===== src/rtl/edge_evt_pkg.sv =====
// Shared types and defaults for the tick-paced edge event scheduler.
// Revision: 1.0
`default_nettype none

package edge_evt_pkg;

  localparam int DEF_N          = 4;
  localparam int DEF_HOLD_TICKS = 2;

  typedef enum logic [1:0] {
    ST_IDLE = 2'b00,
    ST_HOLD = 2'b01,
    ST_GAP  = 2'b10
  } state_t;

  function automatic int clog2(input int value);
    int r;
    r = 0;
    while ((1 << r) < value) r++;
    return r;
  endfunction

endpackage

`default_nettype wire


===== src/rtl/edge_evt_rr_pick.sv =====
// Combinational round-robin picker: first set req bit after 'last', wrapping modulo N.
// Revision: 1.0
`default_nettype none

module edge_evt_rr_pick #(
  parameter int N    = 4,
  parameter int IDXW = 2
) (
  input  logic [N-1:0]    req,
  input  logic [IDXW-1:0] last,
  output logic            any,
  output logic [IDXW-1:0] idx
);

  int best;

  // Each requester's distance past 'last'; smallest distance wins.
  always_comb begin
    any  = 1'b0;
    idx  = '0;
    best = N;
    for (int i = 0; i < N; i++) begin
      if (req[i] && (((i + N - int'(last) - 1) % N) < best)) begin
        best = (i + N - int'(last) - 1) % N;
        any  = 1'b1;
        idx  = IDXW'(i);
      end
    end
  end

endmodule

`default_nettype wire


===== src/rtl/edge_event_scheduler.sv =====
// Serializes tick-sampled rising edges on N level inputs into held, gapped indicator events.
// Revision: 1.0
`default_nettype none

module edge_event_scheduler
  import edge_evt_pkg::*;
#(
  parameter int N          = DEF_N,
  parameter int HOLD_TICKS = DEF_HOLD_TICKS,
  parameter int IDXW       = 2,
  parameter int CNTW       = 4
) (
  input  logic            clk,
  input  logic            reset,
  input  logic            tick,
  input  logic [N-1:0]    level,
  input  logic            clr_overflow,
  output logic            evt_valid,
  output logic [IDXW-1:0] evt_ch,
  output logic            evt_start,
  output logic [N-1:0]    pending,
  output logic [N-1:0]    overflow
);

  state_t          state;
  state_t          state_next;
  logic [N-1:0]    level_q;
  logic [N-1:0]    rise;
  logic [N-1:0]    grant_mask;
  logic [N-1:0]    ovf_set;
  logic [IDXW-1:0] last_ch;
  logic [IDXW-1:0] cur_ch;
  logic [IDXW-1:0] win_idx;
  logic [CNTW-1:0] hold_cnt;
  logic            win_any;
  logic            grant;

  assign rise    = {N{tick}} & level & ~level_q;
  assign ovf_set = rise & pending & ~grant_mask;

  edge_evt_rr_pick #(
    .N    (N),
    .IDXW (IDXW)
  ) u_pick (
    .req  (pending),
    .last (last_ch),
    .any  (win_any),
    .idx  (win_idx)
  );

  always_comb begin
    state_next = state;
    grant      = 1'b0;
    case (state)
      ST_IDLE: begin
        if (tick && win_any) begin
          grant      = 1'b1;
          state_next = ST_HOLD;
        end
      end
      ST_HOLD: begin
        if (tick && (hold_cnt == '0)) state_next = ST_GAP;
      end
      ST_GAP: begin
        if (tick) begin
          if (win_any) begin
            grant      = 1'b1;
            state_next = ST_HOLD;
          end else begin
            state_next = ST_IDLE;
          end
        end
      end
      default: state_next = ST_IDLE;
    endcase
  end

  always_comb begin
    grant_mask = '0;
    if (grant) grant_mask[win_idx] = 1'b1;
  end

  always_ff @(posedge clk or negedge reset) begin
    if (!reset) begin
      state     <= ST_IDLE;
      level_q   <= '0;
      pending   <= '0;
      overflow  <= '0;
      last_ch   <= IDXW'(N - 1);
      cur_ch    <= '0;
      hold_cnt  <= '0;
      evt_start <= 1'b0;
    end else begin
      state     <= state_next;
      evt_start <= grant;
      // Set beats a coincident clear on the same bit.
      overflow  <= (overflow & ~{N{clr_overflow}}) | ovf_set;
      if (tick) begin
        level_q <= level;
        pending <= (pending & ~grant_mask) | rise;
      end
      if (grant) begin
        last_ch  <= win_idx;
        cur_ch   <= win_idx;
        hold_cnt <= CNTW'(HOLD_TICKS - 1);
      end else if (tick && (state == ST_HOLD) && (hold_cnt != '0)) begin
        hold_cnt <= hold_cnt - 1'b1;
      end
    end
  end

  assign evt_valid = (state == ST_HOLD);
  assign evt_ch    = evt_valid ? cur_ch : '0;

endmodule

`default_nettype wire


===== config.mk =====
export PLATFORM = sky130hd
export DESIGN_NAME = edge_event_scheduler
export DESIGN_NICKNAME = d
export VERILOG_FILES = /design/src/rtl/edge_evt_pkg.sv /design/src/rtl/edge_evt_rr_pick.sv /design/src/rtl/edge_event_scheduler.sv
export SDC_FILE = /design/constraint.sdc
export NUM_CORES = 1
export LEC_CHECK = 0
export BUFFER_PORTS_ARGS = -buffer_cell sky130_fd_sc_hd__buf_2
export CORE_MARGIN = 1
export CORE_UTILIZATION = 56
export CTS_CLUSTER_SIZE = 10
export DETAILED_ROUTE_END_ITERATION = 10
export GPL_TIMING_DRIVEN = 0
export PLACE_DENSITY_LB_ADDON = 0.2
export SETUP_SLACK_MARGIN = 0.1
export SLEW_MARGIN = 20
export SYNTH_ARGS = -nofsm -noshare
export SYNTH_HDL_FRONTEND = slang
export SYNTH_SLANG_ARGS = --single-unit

===== constraint.sdc =====
create_clock -name clk -period 4.6 [get_ports clk]
set_clock_uncertainty 0.2 [all_clocks]
set_input_delay 0.46 -clock clk [delete_from_list [all_inputs] [get_ports clk]]
set_output_delay 0.46 -clock clk [all_outputs]
set_load 0.05 [all_outputs]

Word level (Yosys, flattened, before mapping):

Index checks and enable logic that the tools add are counted.

* memories kept: 0
* memory bits (writable): 0
* bits in registers: 23
* bits in latches: 0
* bits in read-only memories: 0
* output and inout bits: 12

* $add $sub $neg: 9
* divide/modulo/power cells: 0
* shift operators: 0
* $mul: 0
* muxes and demuxes: 25
* reductions and logical operators: 18
* bitwise operators: 15
* equal/unequal tests: 5
* order comparisons: 6

Operators by type and width (number)
* $lt 3x32->1: 3
* $mux 32: 3
* $sub 32x2->32 const B: 3
* $and 4x4->4: 6
* $sub 3x2->4 const A: 4
* $mux 2: 6
* $mux 4: 3
* $not 4->4: 3
* $mux 1: 10
* $logic_and 1x1->1: 9
* $or 4x4->4: 2
* $reduce_or 2->1: 4
* $pmux 2 s3: 1
* $sub 4x2->5 const B: 1
* $and 1x1->1: 4
* $logic_not 4->1: 1
* $lt 3x4->1 const B: 1
* $ne 2x2->1 const B: 2
* $reduce_bool 4->1: 1
* $sub 4x1->4 const B: 1
* $lt 2x3->1 const B: 1
* $reduce_and 3->1: 1
* $demux 1 s2: 1
* $eq 2x1->1 const B: 1
* other kinds (6): 6

Logic depth before layout (Yosys ltp):

* depth in word-level cells: 24
* gate-level depth with buffers: 19

Modules after synthesis:

A second synthesis with hierarchy kept.

* cell total of the unflattened synthesis: 144
* area, all modules: 1393.8 sq um

Modules (own cells, without submodules)
* edge_event_scheduler: seq. area each 578.1 sq um, cells an instance 88, times used 1, area an instance 980.9 sq um
* edge_evt_rr_pick: seq. area each 0.0 sq um, cells an instance 56, times used 1, area an instance 412.9 sq um

Worst setup path after synthesis:

OpenSTA, ideal clock, no wires.

* kind: reg2reg
* start point: register last_ch[0]
* end point: register overflow[0]
* period minus slack after synthesis: 4.215 ns
* path buffers: 2
* data arrival time: 3.914 ns
* cell stages (with the launch flop): 20
* data required time: 4.299 ns
* slack: 0.385 ns
* cell sequence: dfstp_2 > clkbuf_2 > inv_1 > ha_1 > nor2_1 > o21ai_1 > a21oi_1 > a31oi_1 > ha_1 > o21ai_0 > o21ai_1 > buf_2 > a21oi_1 > a31o_1 > ha_1 > and2_1 > a32o_1 > o311ai_2 > o31ai_1 > o32ai_1

* cells in the longest elaborated chain, start to end: 24
* elaborated cells between the ends (all ways): 48
* those cells by class: add/sub (8); order compare (6); mux (17); bitwise (7); reduce/logical (10)

RTL lines
* start, declared: RTL line edge_event_scheduler.sv:31 `logic [IDXW-1:0] last_ch;`
* start signal, assigned: RTL line edge_event_scheduler.sv:89 `last_ch <= IDXW'(N - 1);`
* start signal, assigned: RTL line edge_event_scheduler.sv:103 `last_ch <= win_idx;`
* $sub 3x2->4: RTL line edge_evt_rr_pick.sv:23, edge_evt_rr_pick.sv:24
* $sub 4x2->5: RTL line edge_evt_rr_pick.sv:23, edge_evt_rr_pick.sv:24
* $reduce_or 2->1 (no source line)
* $and 1x1->1 (no source line)
* $lt 3x4->1: RTL line edge_evt_rr_pick.sv:23 `if (req[i] && (((i + N - int'(last) - 1) % N) < best)) begin`
* $logic_and 1x1->1: RTL line edge_evt_rr_pick.sv:23
* $mux 32: RTL line edge_evt_rr_pick.sv:23
* $lt 3x32->1: RTL line edge_evt_rr_pick.sv:23
* (+8 left out)
* $lt 2x3->1 (not written as such) or $ge 2x1->1 (tied branches): RTL line edge_event_scheduler.sv:80 `if (grant) grant_mask[win_idx] = 1'b1;`
* $logic_and 1x1->1 (not written as such): RTL line edge_event_scheduler.sv:80
* $mux 1 (not written as such): RTL line edge_event_scheduler.sv:80
* $demux 1 s2: RTL line edge_event_scheduler.sv:80
* $mux 4 *: RTL line edge_event_scheduler.sv:80
* $not 4->4 *: RTL line edge_event_scheduler.sv:39 `assign ovf_set = rise & pending & ~grant_mask;`
* $and 4x4->4 *: RTL line edge_event_scheduler.sv:39
* $or 4x4->4 *: RTL line edge_event_scheduler.sv:97 `overflow <= (overflow & ~{N{clr_overflow}}) | ovf_set;`
* end signal, assigned: RTL line edge_event_scheduler.sv:97
* end, declared: RTL line edge_event_scheduler.sv:22 `output logic [N-1:0] overflow`

Mark *: on every way between the ends. The rest lies on a longest branch, timed or not.
A chain may end at the register's enable or synchronous reset.

Worst setup path in the final report:

* start point: register last_ch[0]
* end point: register overflow[1]

The elaborated chain is that of the path after synthesis.

==> run summary <==
================================================================================
Result of the run                                                   finished clean
Kind of launch point of the worst setup path                           flip-flop
Filler instances                                                             176
Crit path time final                                                     4240 ps
First-pass GRT wire length                                               5.04 mm
Post-DRT Antenna Nets                                                          0
Number of buffers inserted by port buffering                                  19
Largest net degree at the start of global routing                             24
Clk root buf                                                        sky130_fd_sc_hd__clkbuf_4
Most frequently used flop master after synthesis                    sky130_fd_sc_hd__dfrtp_1
Sequential share of the synthesized area                                   40.1%
Number of enable flip-flop cells after synthesis                               0
DP Area                                                               1580 sq um
Worst-Skew Late Latency                                                   300 ps
DRC violation count after routing                                              0
Setup TNS                                                                   0 ps
Number of synthesized register bits                                           23
Drt first pass iters                                                           4
Largest stage delay on the critical path                                  570 ps
Critical-path cell list                                             buf_6 -> inv_2 -> ha_4 -> nor2_2 -> o21ai_1 -> a21oi_1 -> a31oi_1 -> ha_2 -> and4bb_1 -> o21ai_2 -> buf_4 -> a21oi_1 -> a31o_1 -> ha_4 -> and2_1 -> a32o_1 -> o311ai_4 -> buf_6 -> o31ai_1 -> o32ai_1
FFs w/ async S/R, synth                                                     100%
Startpoint-to-endpoint class of the critical path                   flip-flop to flip-flop
Worst reg2reg setup slack                                                 360 ps
Final setup vio count                                                          0
CP max FO                                                                      5
Number of pins exceeding their max-slew limit in the final report              0
Avg Synthesized Cell Area                                             9.49 sq um
Die boundary width                                                       52.8 um
Final antenna diode count                                                      0
Count of H-tree levels built during CTS                                        1
R2R Path Start                                                      last_ch[0]$_DFFE_PN1P_
Mapped cell area                                                      1440 sq um
Number of unique standard cell types used by synthesis                        49
Placer's final routability congestion estimate                             0.877
Worst EP arrival                                                         4250 ps
Floorplan core area                                                   2450 sq um
Synth Instances                                                              152
TritonCTS Buffers                                                              3
Via count of the first global-routing pass                                 1,165
WHS Endpoint                                                        level_q[2]$_DFFE_PN0P_
Clock sink count                                                              23
Average vias per placed instance                                            5.83
Slew at the pin closest to its max-slew limit                             509 ps
Area used by multi-input combinational logic                           850 sq um
Starting Density                                                           58.8%
Die height                                                               52.8 um
Clock tree from TritonCTS                                                   done
Worst R2R End                                                       overflow[1]$_DFF_PN0_
Nets                                                                         203
Die area                                                              2780 sq um
Dpl hpwl                                                                 2.36 mm
Worst reg-to-reg path cell count                                              20
Crit-path slowest cell                                              sky130_fd_sc_hd__dfstp_2
Number of buffers on the longest clock path                                    2
Count of final hold-check violations                                           0
Number of max-capacitance violations reported                                  0
# IOs                                                                         20
Global route total overflow                                                    0
Post-route cell area                                                  1760 sq um
Relative slew slack                                                        66.1%
Total number of vias                                                       1,247
Number of core rows                                                           18
Gr usage total                                                             25.2%
Number of antenna violations at the first check in global routing              0
Hold path startpoint                                                    level[2]
Yosys warning count                                                            0
Proportion of layout cells with a drive suffix above 1                     29.3%
Drt wl/cell                                                              15.1 um
Setup repair after global routing missed its margin                        false
Fmax                                                                   0.236 GHz
Growth of design area from synthesis to finish                             21.8%
Iter 0 DRT Violations                                                         25
Post-Synthesis Net Count                                                     170
Reg area                                                               578 sq um
Class of the tightest hold or removal check                         input pin to flip-flop
Crit share post-route                                                      92.1%
Clock Pin Slew Worst Setup and Hold Paths                                 120 ps
Hold path depth                                                                3
Endpoint class of the critical path                                    flip-flop
Required time reported for the critical path endpoint                    4610 ps
Post-Route WL                                                            3.22 mm
================================================================================
cells in the final DEF, fill, tap and decap left out, drive strengths merged, types with 2 or more instances in the layout:
cell type,count
nor3,5
nor3b,2
xor2,3
and3,2
o2111a,2
o31ai,2
dfrtp,21
clkbuf,5
a21oi,7
a31o,4
nor2,12
and4bb,2
and2,4
nand2,12
a211o,2
buf,30
dfstp,2
nand2b,4
nor2b,2
ha,10
o21ai,10
a21boi,2
o32ai,2
inv,17
area by class of cell:
class | count | area share (%)
multi-input combinational | 107 | 48.4
sequential | 23 | 32.9
timing repair buffer | 28 | 9.62
inverter | 17 | 3.63
tap | 30 | 2.14
buffer | 5 | 1.78
clock buffer | 3 | 1.28
clock inverter | 1 | 0.285
flip-flops by register name (all words and copies together) (netlist names):
signal,flops
cur_ch,2
evt_start,1
hold_cnt,4
last_ch,2
level_q,4
overflow,4
pending,4
state,2
what timing repair did:
item | CTS | global route
cloned | 0 | 0
pin swaps | 2 | 5
hold endpoints to repair | 21 | 0
hold buffers | 1 | 0
setup buffers | 4 | 4
endpoints found under the setup margin | 10 | 9
gates resized for setup | 7 | 11
worst max-delay path by stage:
stage,endpoint,startpoint,slack (ps),cells after the start
2_1_floorplan,overflow[0]$_DFF_PN0_,last_ch[0]$_DFFE_PN1P_,380,19
3_3_place_gp,overflow[1]$_DFF_PN0_,last_ch[0]$_DFFE_PN1P_,30,19
3_5_place_dp,overflow[0]$_DFF_PN0_,last_ch[0]$_DFFE_PN1P_,-200,17
4_1_cts,overflow[1]$_DFF_PN0_,last_ch[0]$_DFFE_PN1P_,100,17
5_1_grt,overflow[1]$_DFF_PN0_,last_ch[0]$_DFFE_PN1P_,130,18
6_report,overflow[1]$_DFF_PN0_,last_ch[0]$_DFFE_PN1P_,360,20
cell usage after synthesis, types with 2 or more instances:
| cell | n | area, sq um |
|---|---|---|
| sky130_fd_sc_hd__o21ai_0 | 8 | 40.0 |
| sky130_fd_sc_hd__o21ai_1 | 2 | 10.0 |
| sky130_fd_sc_hd__xor2_1 | 3 | 26.3 |
| sky130_fd_sc_hd__nand2_1 | 12 | 45.0 |
| sky130_fd_sc_hd__nand2b_1 | 4 | 25.0 |
| sky130_fd_sc_hd__ha_1 | 10 | 125 |
| sky130_fd_sc_hd__nor3b_1 | 2 | 15.0 |
| sky130_fd_sc_hd__o31ai_1 | 2 | 15.0 |
| sky130_fd_sc_hd__nor3_1 | 5 | 25.0 |
| sky130_fd_sc_hd__nor2_1 | 12 | 45.0 |
| sky130_fd_sc_hd__inv_2 | 2 | 7.51 |
| sky130_fd_sc_hd__nor2b_1 | 2 | 12.5 |
| sky130_fd_sc_hd__o2111a_1 | 2 | 22.5 |
| sky130_fd_sc_hd__dfrtp_1 | 21 | 526 |
| sky130_fd_sc_hd__dfstp_2 | 2 | 52.6 |
| sky130_fd_sc_hd__clkbuf_1 | 2 | 7.51 |
| sky130_fd_sc_hd__inv_1 | 15 | 56.3 |
| sky130_fd_sc_hd__buf_2 | 2 | 10.0 |
| sky130_fd_sc_hd__a211o_1 | 2 | 17.5 |
| sky130_fd_sc_hd__a21oi_1 | 7 | 35.0 |
| sky130_fd_sc_hd__o32ai_1 | 2 | 17.5 |
| sky130_fd_sc_hd__and2_1 | 4 | 25.0 |
| sky130_fd_sc_hd__a31o_1 | 3 | 26.3 |
metal layers:
| layer | global-route usage [%] | up-vias | routed length [um] |
|---|---|---|---|
| met1 | 31.0 | 607 | 1410 |
| met2 | 45.6 | 29 | 1670 |
| met3 | 1.74 | 4 | 101 |
| met4 | 9.21 | 0 | 43 |
| met5 | 0 | - | 0 |
| li1 | - | 607 | - |
cells by family after synthesis:
| logic type | count (synthesis) | synth area share [%] |
|---|---|---|
| buffers and inverters | 22 | 5.98 |
| and+or+nand+nor | 51 | 20.3 |
| xor gates and xnor gates | 4 | 2.43 |
| DFF | 23 | 40.1 |
| AOI/OAI and AO/OA | 42 | 22.6 |
| adders and majority gates | 10 | 8.67 |
worst max-delay path, delay by kind of cell, from the launching register on:
kind,cells,cell delay (ps)
simple gates,3,430
buf+inv,4,440
compound gates,10,1760
fa+ha+maj,3,750
flops,1,570
stage by stage:
| stage | cells | util [%] | worst slack, ps | hold slack, ps |
|---|---|---|---|---|
| global route | 214 | 71.6 | 132 | 188 |
| global placement | 201 | 64.2 | 34.6 | 248 |
| detailed placement | 201 | 64.2 | -201 | 254 |
| CTS | 210 | 68.5 | 103 | 176 |
| finish | 214 | 71.6 | 363 | 184 |
| floorplan | 152 | - | 385 | -35.6 |
Power is not shown: default switching activity piles up to over one toggle a cycle in this logic, so the estimate is an artifact.
